$ cat src/rtl/serial_sub_pkg.sv
// Shared types and sizing helpers for the bit-serial subtractor.
// Optional overflow output is enabled by defining SERIAL_SUB_OVERFLOW_EN.
package serial_sub_pkg;

  localparam int unsigned DEFAULT_WIDTH = 8;

  typedef enum logic [1:0] {
    IDLE  = 2'd0,
    SHIFT = 2'd1,
    DONE  = 2'd2
  } state_t;

  // A one-bit operand still needs a one-bit counter.
  function automatic int unsigned cnt_width(input int unsigned width);
    return $clog2(width > 1 ? width : 2);
  endfunction

endpackage

$ cat src/rtl/sub_bit_cell.sv
// One-bit full subtractor: d = a - b - bin, bout is the borrow to the next bit.
// Purely combinational.
module sub_bit_cell (
  input  logic a,
  input  logic b,
  input  logic bin,
  output logic d,
  output logic bout
);

  assign d    = a ^ b ^ bin;
  assign bout = (~a & b) | (~(a ^ b) & bin);

endmodule

$ cat src/rtl/serial_subtractor_ctrl.sv
// Bit-serial A - B - Borrow_In, LSB first through one cell; Done pulses WIDTH cycles after accept.
// Start is only taken in IDLE. Define SERIAL_SUB_OVERFLOW_EN to add the signed Overflow_Out port.
import serial_sub_pkg::*;

module serial_subtractor_ctrl #(
  parameter int unsigned WIDTH = DEFAULT_WIDTH
) (
  input  logic             Clock_In,
  input  logic             Reset_N_In,
  input  logic             Start_In,
  input  logic [WIDTH-1:0] Data_A_In,
  input  logic [WIDTH-1:0] Data_B_In,
  input  logic             Borrow_In,
  output logic             Ready_Out,
  output logic             Busy_Out,
  output logic             Done_Out,
  output logic [WIDTH-1:0] Difference_Out,
`ifdef SERIAL_SUB_OVERFLOW_EN
  output logic             Overflow_Out,
`endif
  output logic             Borrow_Out
);

  localparam int unsigned CW = cnt_width(WIDTH);

  state_t           r_state;
  logic [CW-1:0]    r_cnt;
  logic [WIDTH-1:0] r_a_sh;
  logic [WIDTH-1:0] r_b_sh;
  logic [WIDTH-1:0] r_res;
  logic             r_borrow;
  logic             r_ready;
  logic             r_busy;
  logic             r_done;
  logic [WIDTH-1:0] r_diff;
  logic             r_bout;
`ifdef SERIAL_SUB_OVERFLOW_EN
  logic             r_a_msb;
  logic             r_b_msb;
  logic             r_ovf;
`endif

  logic             w_d;
  logic             w_bout;
  logic [WIDTH-1:0] w_res_next;
  logic             w_last;

  sub_bit_cell u_cell (
    .a    (r_a_sh[0]),
    .b    (r_b_sh[0]),
    .bin  (r_borrow),
    .d    (w_d),
    .bout (w_bout)
  );

  // Result fills from the MSB so the first (LSB) bit ends up at bit 0.
  generate
    if (WIDTH == 1) begin : g_res_w1
      assign w_res_next = w_d;
    end else begin : g_res_wn
      assign w_res_next = {w_d, r_res[WIDTH-1:1]};
    end
  endgenerate

  assign w_last = (r_cnt == CW'(WIDTH - 1));

  always_ff @(posedge Clock_In) begin
    if (!Reset_N_In) begin
      r_state  <= IDLE;
      r_cnt    <= '0;
      r_a_sh   <= '0;
      r_b_sh   <= '0;
      r_res    <= '0;
      r_borrow <= 1'b0;
      r_ready  <= 1'b1;
      r_busy   <= 1'b0;
      r_done   <= 1'b0;
      r_diff   <= '0;
      r_bout   <= 1'b0;
`ifdef SERIAL_SUB_OVERFLOW_EN
      r_a_msb  <= 1'b0;
      r_b_msb  <= 1'b0;
      r_ovf    <= 1'b0;
`endif
    end else begin
      case (r_state)
        IDLE: begin
          if (Start_In) begin
            r_state  <= SHIFT;
            r_a_sh   <= Data_A_In;
            r_b_sh   <= Data_B_In;
            r_borrow <= Borrow_In;
            r_cnt    <= '0;
            r_res    <= '0;
            r_ready  <= 1'b0;
            r_busy   <= 1'b1;
`ifdef SERIAL_SUB_OVERFLOW_EN
            r_a_msb  <= Data_A_In[WIDTH-1];
            r_b_msb  <= Data_B_In[WIDTH-1];
`endif
          end
        end
        SHIFT: begin
          r_a_sh   <= r_a_sh >> 1;
          r_b_sh   <= r_b_sh >> 1;
          r_res    <= w_res_next;
          r_borrow <= w_bout;
          r_cnt    <= r_cnt + CW'(1);
          if (w_last) begin
            r_state <= DONE;
            r_done  <= 1'b1;
            r_diff  <= w_res_next;
            r_bout  <= w_bout;
`ifdef SERIAL_SUB_OVERFLOW_EN
            r_ovf   <= (r_a_msb != r_b_msb) && (w_res_next[WIDTH-1] != r_a_msb);
`endif
          end
        end
        DONE: begin
          r_state <= IDLE;
          r_done  <= 1'b0;
          r_busy  <= 1'b0;
          r_ready <= 1'b1;
        end
        default: begin
          r_state <= IDLE;
          r_done  <= 1'b0;
          r_busy  <= 1'b0;
          r_ready <= 1'b1;
        end
      endcase
    end
  end

  assign Ready_Out      = r_ready;
  assign Busy_Out       = r_busy;
  assign Done_Out       = r_done;
  assign Difference_Out = r_diff;
  assign Borrow_Out     = r_bout;
`ifdef SERIAL_SUB_OVERFLOW_EN
  assign Overflow_Out   = r_ovf;
`endif

endmodule

$ cat config.mk
export PLATFORM = sky130hd
export DESIGN_NAME = serial_subtractor_ctrl
export DESIGN_NICKNAME = d
export VERILOG_FILES = /design/src/rtl/serial_sub_pkg.sv /design/src/rtl/sub_bit_cell.sv /design/src/rtl/serial_subtractor_ctrl.sv
export SDC_FILE = /design/constraint.sdc
export NUM_CORES = 1
export LEC_CHECK = 0
export CAP_MARGIN = 20
export CORE_ASPECT_RATIO = 1.75
export CORE_MARGIN = 2
export CORE_UTILIZATION = 50
export CTS_CLUSTER_SIZE = 12
export DETAILED_ROUTE_END_ITERATION = 10
export HOLD_SLACK_MARGIN = 0.05
export PLACE_DENSITY = 0.75
export REMOVE_ABC_BUFFERS = 1
export SYNTH_ARGS = -nofsm -noshare
export SYNTH_HDL_FRONTEND = slang
export SYNTH_SLANG_ARGS = --single-unit
$ cat constraint.sdc
create_clock -name Clock_In -period 2.1 [get_ports Clock_In]
set_clock_uncertainty 0.15 [all_clocks]
set_input_delay 0.42 -clock Clock_In [delete_from_list [all_inputs] [get_ports Clock_In]]
set_output_delay 0.42 -clock Clock_In [all_outputs]
set_load 0.02 [all_outputs]
After elaboration in Yosys (flattened, before gate mapping)
Cells that the tools add are included.

operators by class
  $add $sub $neg = 1
  eq/ne operators = 4
  muxes and demuxes = 19
  bitwise operators = 9
  reductions and logical operators = 7

operators with widths
  cell                   count
  $pmux W8 S2            3
  $mux W8                3
  $reduce_and A2 Y1      5
  $pmux W1 S2            4
  $pmux W3 S2            1
  $mux W1                4
  $mux W2                2
  $ne A2 B2 Y1 const B   2
  $not A1 Y1             4
  $pmux W2 S2            1
  $add A3 B1 Y3 const B  1
  $eq A3 B3 Y1 const B   1
  $mux W3                1
  $and A1 B1 Y1          2
  $eq A2 B1 Y1 const B   1
  $logic_not A2 Y1       1
  $reduce_bool A2 Y1     1
  $xor A1 B1 Y1          2
  $or A1 B1 Y1           1

word-level totals
  flip-flop bits (word level) = 42
  input bits = 20
  output and inout port bits = 12
  word-level logic and storage cells = 51

Logic depth before layout (Yosys ltp)
Gate-level depths: netlist of the first run.

  depth after elaboration = 5
  gate-level depth with buffers = 6
  gate-level depth less buffers = 5

Hierarchy
From an unflattened synthesis of the first run, not the netlist that was laid out.

second synthesis, totals
  cell total of the unflattened synthesis = 176
  area, all modules = 1,690.4 um^2

modules (own cells, without submodules)
  module                  times used  cells each  area each (um^2)
  serial_subtractor_ctrl  1           172         1,659.1
  sub_bit_cell            1           4           31.3

Worst setup path after synthesis of the first run
No wires, ideal clock.

  kind = register to register
  start point = register r_state[0]
  end point = register r_a_sh[0]
  data arrival time = 1.228 ns
  setup slack = 0.605 ns
  stages on the path, launching flop included = 7
  buffers on the path = 3
  cells stage by stage = dfxtp_1 > buf_6 > or3b_1 > buf_6 > buf_8 > o221ai_2 > nor2_1

between the ends
  cells in the longest elaborated chain, start to end = 3
  elaborated cells between the ends (all ways) = 6
  classes of those cells = eq/ne: 2; mux: 1; reduce/logical: 3

RTL lines
  element                                                       RTL line                       source
  start, declared                                               serial_subtractor_ctrl.sv:26   state_t r_state;
  start signal, assigned                                        serial_subtractor_ctrl.sv:69   r_state <= IDLE;
  start signal, assigned                                        serial_subtractor_ctrl.sv:89   r_state <= SHIFT;
  start signal, assigned                                        serial_subtractor_ctrl.sv:110  r_state <= DONE;
  $eq A2 B1 Y1 or $logic_not A2 Y1 (tied branches)              serial_subtractor_ctrl.sv:86   case (r_state)
  $reduce_bool A2 Y1 (no line) or $ne A2 B2 Y1 (tied branches)  --
  $reduce_and A2 Y1 (no line)                                   --
  end signal, assigned                                          serial_subtractor_ctrl.sv:90   r_a_sh <= Data_A_In;
  end signal, assigned                                          serial_subtractor_ctrl.sv:104  r_a_sh <= r_a_sh >> 1;
  end, declared                                                 serial_subtractor_ctrl.sv:28   logic [WIDTH-1:0] r_a_sh;

Parallel ways exist; a longest one is shown, timed or not.
A chain may end at the register's enable or synchronous reset.

Worst setup path in the final report of the first run
  start point = register r_ready, in the netlist Ready_Out
  end point = output Ready_Out

RTL lines
  element                 RTL line                       source
  start, declared         serial_subtractor_ctrl.sv:32   logic r_ready;
  start signal, assigned  serial_subtractor_ctrl.sv:75   r_ready <= 1'b1;
  start signal, assigned  serial_subtractor_ctrl.sv:95   r_ready <= 1'b0;
  start signal, assigned  serial_subtractor_ctrl.sv:123  r_ready <= 1'b1;
  end, declared           serial_subtractor_ctrl.sv:14   output logic Ready_Out,

No word-level cell between the ends.

==> results of run 1 <==
state kept, by name, summed over array words and instances (netlist names):
signal	count
Ready_Out	1
r_res	7
r_a_sh	8
Done_Out	1
Borrow_Out	1
r_cnt	3
Difference_Out	8
r_borrow	1
Busy_Out	1
r_b_sh	8
r_state	2
worst paths after layout:
check                    to  startpoint  cells after the start
hold / removal     Busy_Out    Busy_Out                      2
setup reg to reg  r_b_sh[0]  r_state[1]                      3
setup / recovery  Ready_Out   Ready_Out                      1
hold reg to reg    Busy_Out    Busy_Out                      2
power breakdown:
part           leakage [nW]  total (W)  switching, W  internal [W]
Clock                0.0443   0.000511      0.000250      0.000261
Combinational         0.388   0.000207      0.000104      0.000103
Sequential            0.336   0.000846     0.0000283      0.000818
Total                 0.768    0.00156      0.000382       0.00118
area by class of cell:
type                    instances  area [um^2]  area share [%]
clock buffers                   7         86.3            4.15
inverters                       4         15.0           0.721
multi-input cells             113          713            34.3
flip-flops and latches         41          821            39.4
well taps                      43         53.8            2.58
repair buffers                 42          393            18.9
cell usage after synthesis, types with 2 or more instances:
library cell  count
o221ai_2         10
buf_1             2
a22oi_1          11
ha_1              2
a21oi_1          13
buf_6             2
nor2_1           42
inv_1             4
dfxtp_1          41
buf_2             4
nand3_1           8
nand2b_1          4
o221ai_1          4
clkbuf_1          3
nand2_1           8
kinds of logic after synthesis:
logic type	Yosys count	synth area share (%)
adder cells (fa/ha/maj)	3	2.77
flip-flops	41	50.5
AND/OR/NAND/NOR	66	17.4
buffers and inverters	16	5.62
multiplexers	1	0.616
AO/OA/AOI/OAI	43	23.1
per-layer routing:
metal	GRT usage, %	part of all wire (%)	up-vias
met5	0	0	-
li1	-	-	672
met2	37.5	56	30
met1	22.2	38	629
met3	3.62	3.1	7
met4	11.4	2.5	0
per-stage QoR:
stage / area (um^2) / worst slack [ns] / util, % / hold WS, ns / std cells
after CTS: 2080 / 0.270 / 66.3 / 0.304 / 250
after detailed placement: 2000 / 0.0969 / 63.5 / 0.294 / 243
after floorplan: 1550 / 0.282 / - / 0.291 / 158
after global routing: 2080 / 0.234 / 66.3 / 0.316 / 250
final: 2080 / 0.284 / 66.3 / 0.301 / 250
after global placement: 2000 / 0.125 / 63.5 / 0.284 / 243
==> results.toml, run 1 <==
[sta]
slew_headroom_pct = 47.6
fin_setup_tns_ns = 0
fin_crit_ns = 1.82
finalHoldViolCount = 0
setup_viol = 0
rsz0062_at_grt = "no"
worst_pin_slew_ns = 0.787
drv_slew = 0
fin_crit_sh_pct = 86.5
fmax_mhz = 551

[clock_tree]
clk_pin_slew_ns = 0.07
ctsHoldBuffers = 0
cts_buffer_depth = 2
cts-root-buf = "clkbuf_8"
postCtsSetupBuffers = 0
cts_htree_levels = 2
cts.sinks = 41
cts_resized = 0
clkLatencyLatePin_ns = 0.29
cts_tree = "built"
cts_buffers = 5

[grt]
overflow = 0
grt_max_degree = 22
grt_pass1_wl_mm = 5.73
antenna_found_initial = 0
grt_use_total_pct = 21.3
grt_pass1_vias = 1336

[layout]
final_common_cell = "nor2_1"
final_layout_size_suffix_gt1_share_pct = 13.5
fillerInstances = 285
nets = 230
areaGrowthSynthToFinish_pct = 28.1
diodes = 0
most-common-layout-cells = "42 x nor2_1, 41 x dfxtp_1, 31 x clkdlybuf4s50_1"

[synth]
syn_area_per_cell_um2 = 9.56
synth_edf_count = 0
synth_top_cell_by_area = "dfxtp_1"
ys.warnings.count = 0
synthFlopType = "dfxtp_1"
synth_cells = 170
async_flop_share_pct = 0
ys_ff_latch = 41
seq_area_frac_synth_pct = 50.5
synth.area.top_cells = "dfxtp_1 51%, nor2_1 9.7%, o221ai_2 9.2%"
synth.top_cell.area_share_pct = 50.5
ys_types = 27
synth_area_mm2 = 0.00163

[setup_path]
max_stage_delay_ns = 0.62
required_ns = 1.53
path_cells = "clkdlybuf4s50_1"
critPathCaptureType = "output pin"
cpLargestDelayFamily = "buffers and inverters"
crit_type = "flip-flop to output pin"
critical_path.slowest_cell = "clkdlybuf4s50_1"
crit_arrival_ns = 1.25
start_kind = "flip-flop"
r2r_setup_slack_ns = 0.39
worst-path-buf-inv = 1
critical_path.max_fanout = 2

[route]
detail_route.wl_per_cell_um = 13.3
vias_per_cell = 5.35
drt-initial-drc-count = 30
routed_wl_mm = 3.33
firstDrtPassIters = 4
remaining_drc_errors = 0
ant_nets = 0
via_count = 1338

[worst_hold_path]
hold_path.class = "flip-flop to flip-flop"

[job]
maxCapViolCount = 0

[pwr]
leakagePower_nw = 0.768
peakVddDrop_mv = 0.620
powerDensity_mw_per_mm2 = 751
power_w = 0.00156

[placement]
gp_congestion = 0.776
dpl.hpwl_mm = 2.52
numPortBuffers = 31

[die]
die_y_um = 79.4
die-area_mm2 = 0.00374
start_util_pct = 51.7
ios = 32
num_rows = 27
coreArea_mm2 = 0.00314
die_w_um = 47.1

[run_status]
status = "finished clean"
No activity file was read; power rests on OpenSTA's default activity.
==> inputs of run 2 (changes only) <==
- CORE_UTILIZATION: 50 -> 42
- PLACE_DENSITY: 0.75 -> 0.64
==> run 2 against run 1 <==
Net effect: first-iteration DRC count decreased by 20%; worst hold slack improved by 0.0036 ns; total power increased by 2.5%; count of clock-buffer cells in the layout unchanged; die area increased by 18%; global-route usage decreased by 4.7 points; combinational power about the same; design area increased by 0.54%; sequential share of layout area decreased by 0.21 points; sequential power about the same; worst setup slack improved by 0.011 ns; critical endpoint unchanged.
==> results.toml, run 2 (same netlist as run 1, synthesis figures left out) <==
[run_status]
status = "finished clean"

[worst_hold_path]
hold_path.class = "flip-flop to flip-flop"

[setup_path]
cpLargestDelayFamily = "buffers and inverters"
critical_path.slowest_cell = "clkdlybuf4s50_1"
start_kind = "flip-flop"
max_stage_delay_ns = 0.61
required_ns = 1.53
crit_arrival_ns = 1.23
critPathCaptureType = "output pin"
path_cells = "clkdlybuf4s50_1"
worst-path-buf-inv = 1
crit_type = "flip-flop to output pin"
critical_path.max_fanout = 2

[route]
vias_per_cell = 5.35
routed_wl_mm = 3.22
firstDrtPassIters = 4
m1WireLength_mm = 1.27
wl_met3_um = 149
remaining_drc_errors = 0
wl_met2_mm = 1.74
drt-initial-drc-count = 24
highest_layer = "met4"
via_count = 1354
detail_route.wl_per_cell_um = 12.7
ant_nets = 0

[layout]
areaGrowthSynthToFinish_pct = 28.8
final_common_cell = "nor2_1"
nets = 229
fillerInstances = 323
most-common-layout-cells = "42 x nor2_1, 41 x dfxtp_1, 31 x clkdlybuf4s50_1"
diodes = 0
final_layout_size_suffix_gt1_share_pct = 14.0

[sta]
fin_setup_tns_ns = 0
rsz0062_at_grt = "no"
finalHoldViolCount = 0
slew_headroom_pct = 48.2
setup_slack_ns = 0.295
fin_crit_ns = 1.80
fmax_mhz = 554
worst_pin_slew_ns = 0.776
drv_slew = 0
setup_viol = 0
fin_crit_sh_pct = 85.9

[grt]
grt_use_total_pct = 16.6
antenna_found_initial = 0
grt_pass1_vias = 1303
grt_max_degree = 16
grt_pass1_wl_mm = 5.62
overflow = 0

[die]
die_w_um = 51.0
ios = 32
start_util_pct = 44.3
coreArea_mm2 = 0.00366
num_rows = 29
die_y_um = 86.3
die-area_mm2 = 0.00440

[placement]
gp_congestion = 0.717
place_ws_ns = 0.0808
numPortBuffers = 31
dpl.hpwl_mm = 2.40

[clock_tree]
cts_buffer_depth = 2
clk_pin_slew_ns = 0.07
cts_htree_levels = 2
clkLatencyLatePin_ns = 0.29
cts_tree = "built"
cts_buffers = 5
cts.sinks = 41
postCtsSetupBuffers = 0
cts_resized = 0
cts-root-buf = "clkbuf_8"
ctsHoldBuffers = 0

[job]
maxCapViolCount = 0

[pwr]
powerDensity_mw_per_mm2 = 766
leakagePower_nw = 0.773
power_w = 0.00160
peakVddDrop_mv = 0.724
-- run 2: layout make-up --
class	instances	area [um^2]	area share (%)
Clock buffer	7	96.3	4.60
Clock inverter	1	5.00	0.239
Inverter	4	15.0	0.717
Multi-Input combinational cell	113	713	34.1
Sequential cell	41	821	39.2
Tap cell	46	57.6	2.75
Timing Repair Buffer	41	385	18.4
-- run 2: worst paths after layout --
kind,from,end,slack (ns),cells after the start
max,Ready_Out,Ready_Out,0.30,1
min,Difference_Out[2],Difference_Out[2],0.30,2
max reg2reg,r_state[1],r_b_sh[0],0.43,3
min reg2reg,Difference_Out[2],Difference_Out[2],0.30,2
-- run 2: layer usage --
metal,vias up,track usage (%)
met5,-,0
met4,0,7.37
met3,6,3.79
met2,38,30.5
met1,638,17.4
li1,672,-
-- run 2: power by group --
| part | leakage, nW | total [W] | internal, W | switching [W] |
|---|---|---|---|---|
| Combinational | 0.383 | 0.000204 | 0.000102 | 0.000102 |
| Clock | 0.0542 | 0.000554 | 0.000297 | 0.000257 |
| Sequential | 0.336 | 0.000845 | 0.000817 | 0.0000277 |
| Total | 0.773 | 0.00160 | 0.00122 | 0.000387 |
-- run 2: through the flow --
| stage | cell area (um^2) | hold slack [ns] | instances | util (%) |
|---|---|---|---|---|
| floorplan | 1550 | 0.291 | 158 | - |
| global placement | 1990 | 0.288 | 245 | 54.4 |
| detailed placement | 1990 | 0.296 | 245 | 54.4 |
| CTS | 2090 | 0.307 | 253 | 57.1 |
| global route | 2090 | 0.324 | 253 | 57.1 |
| finish | 2090 | 0.305 | 253 | 57.1 |
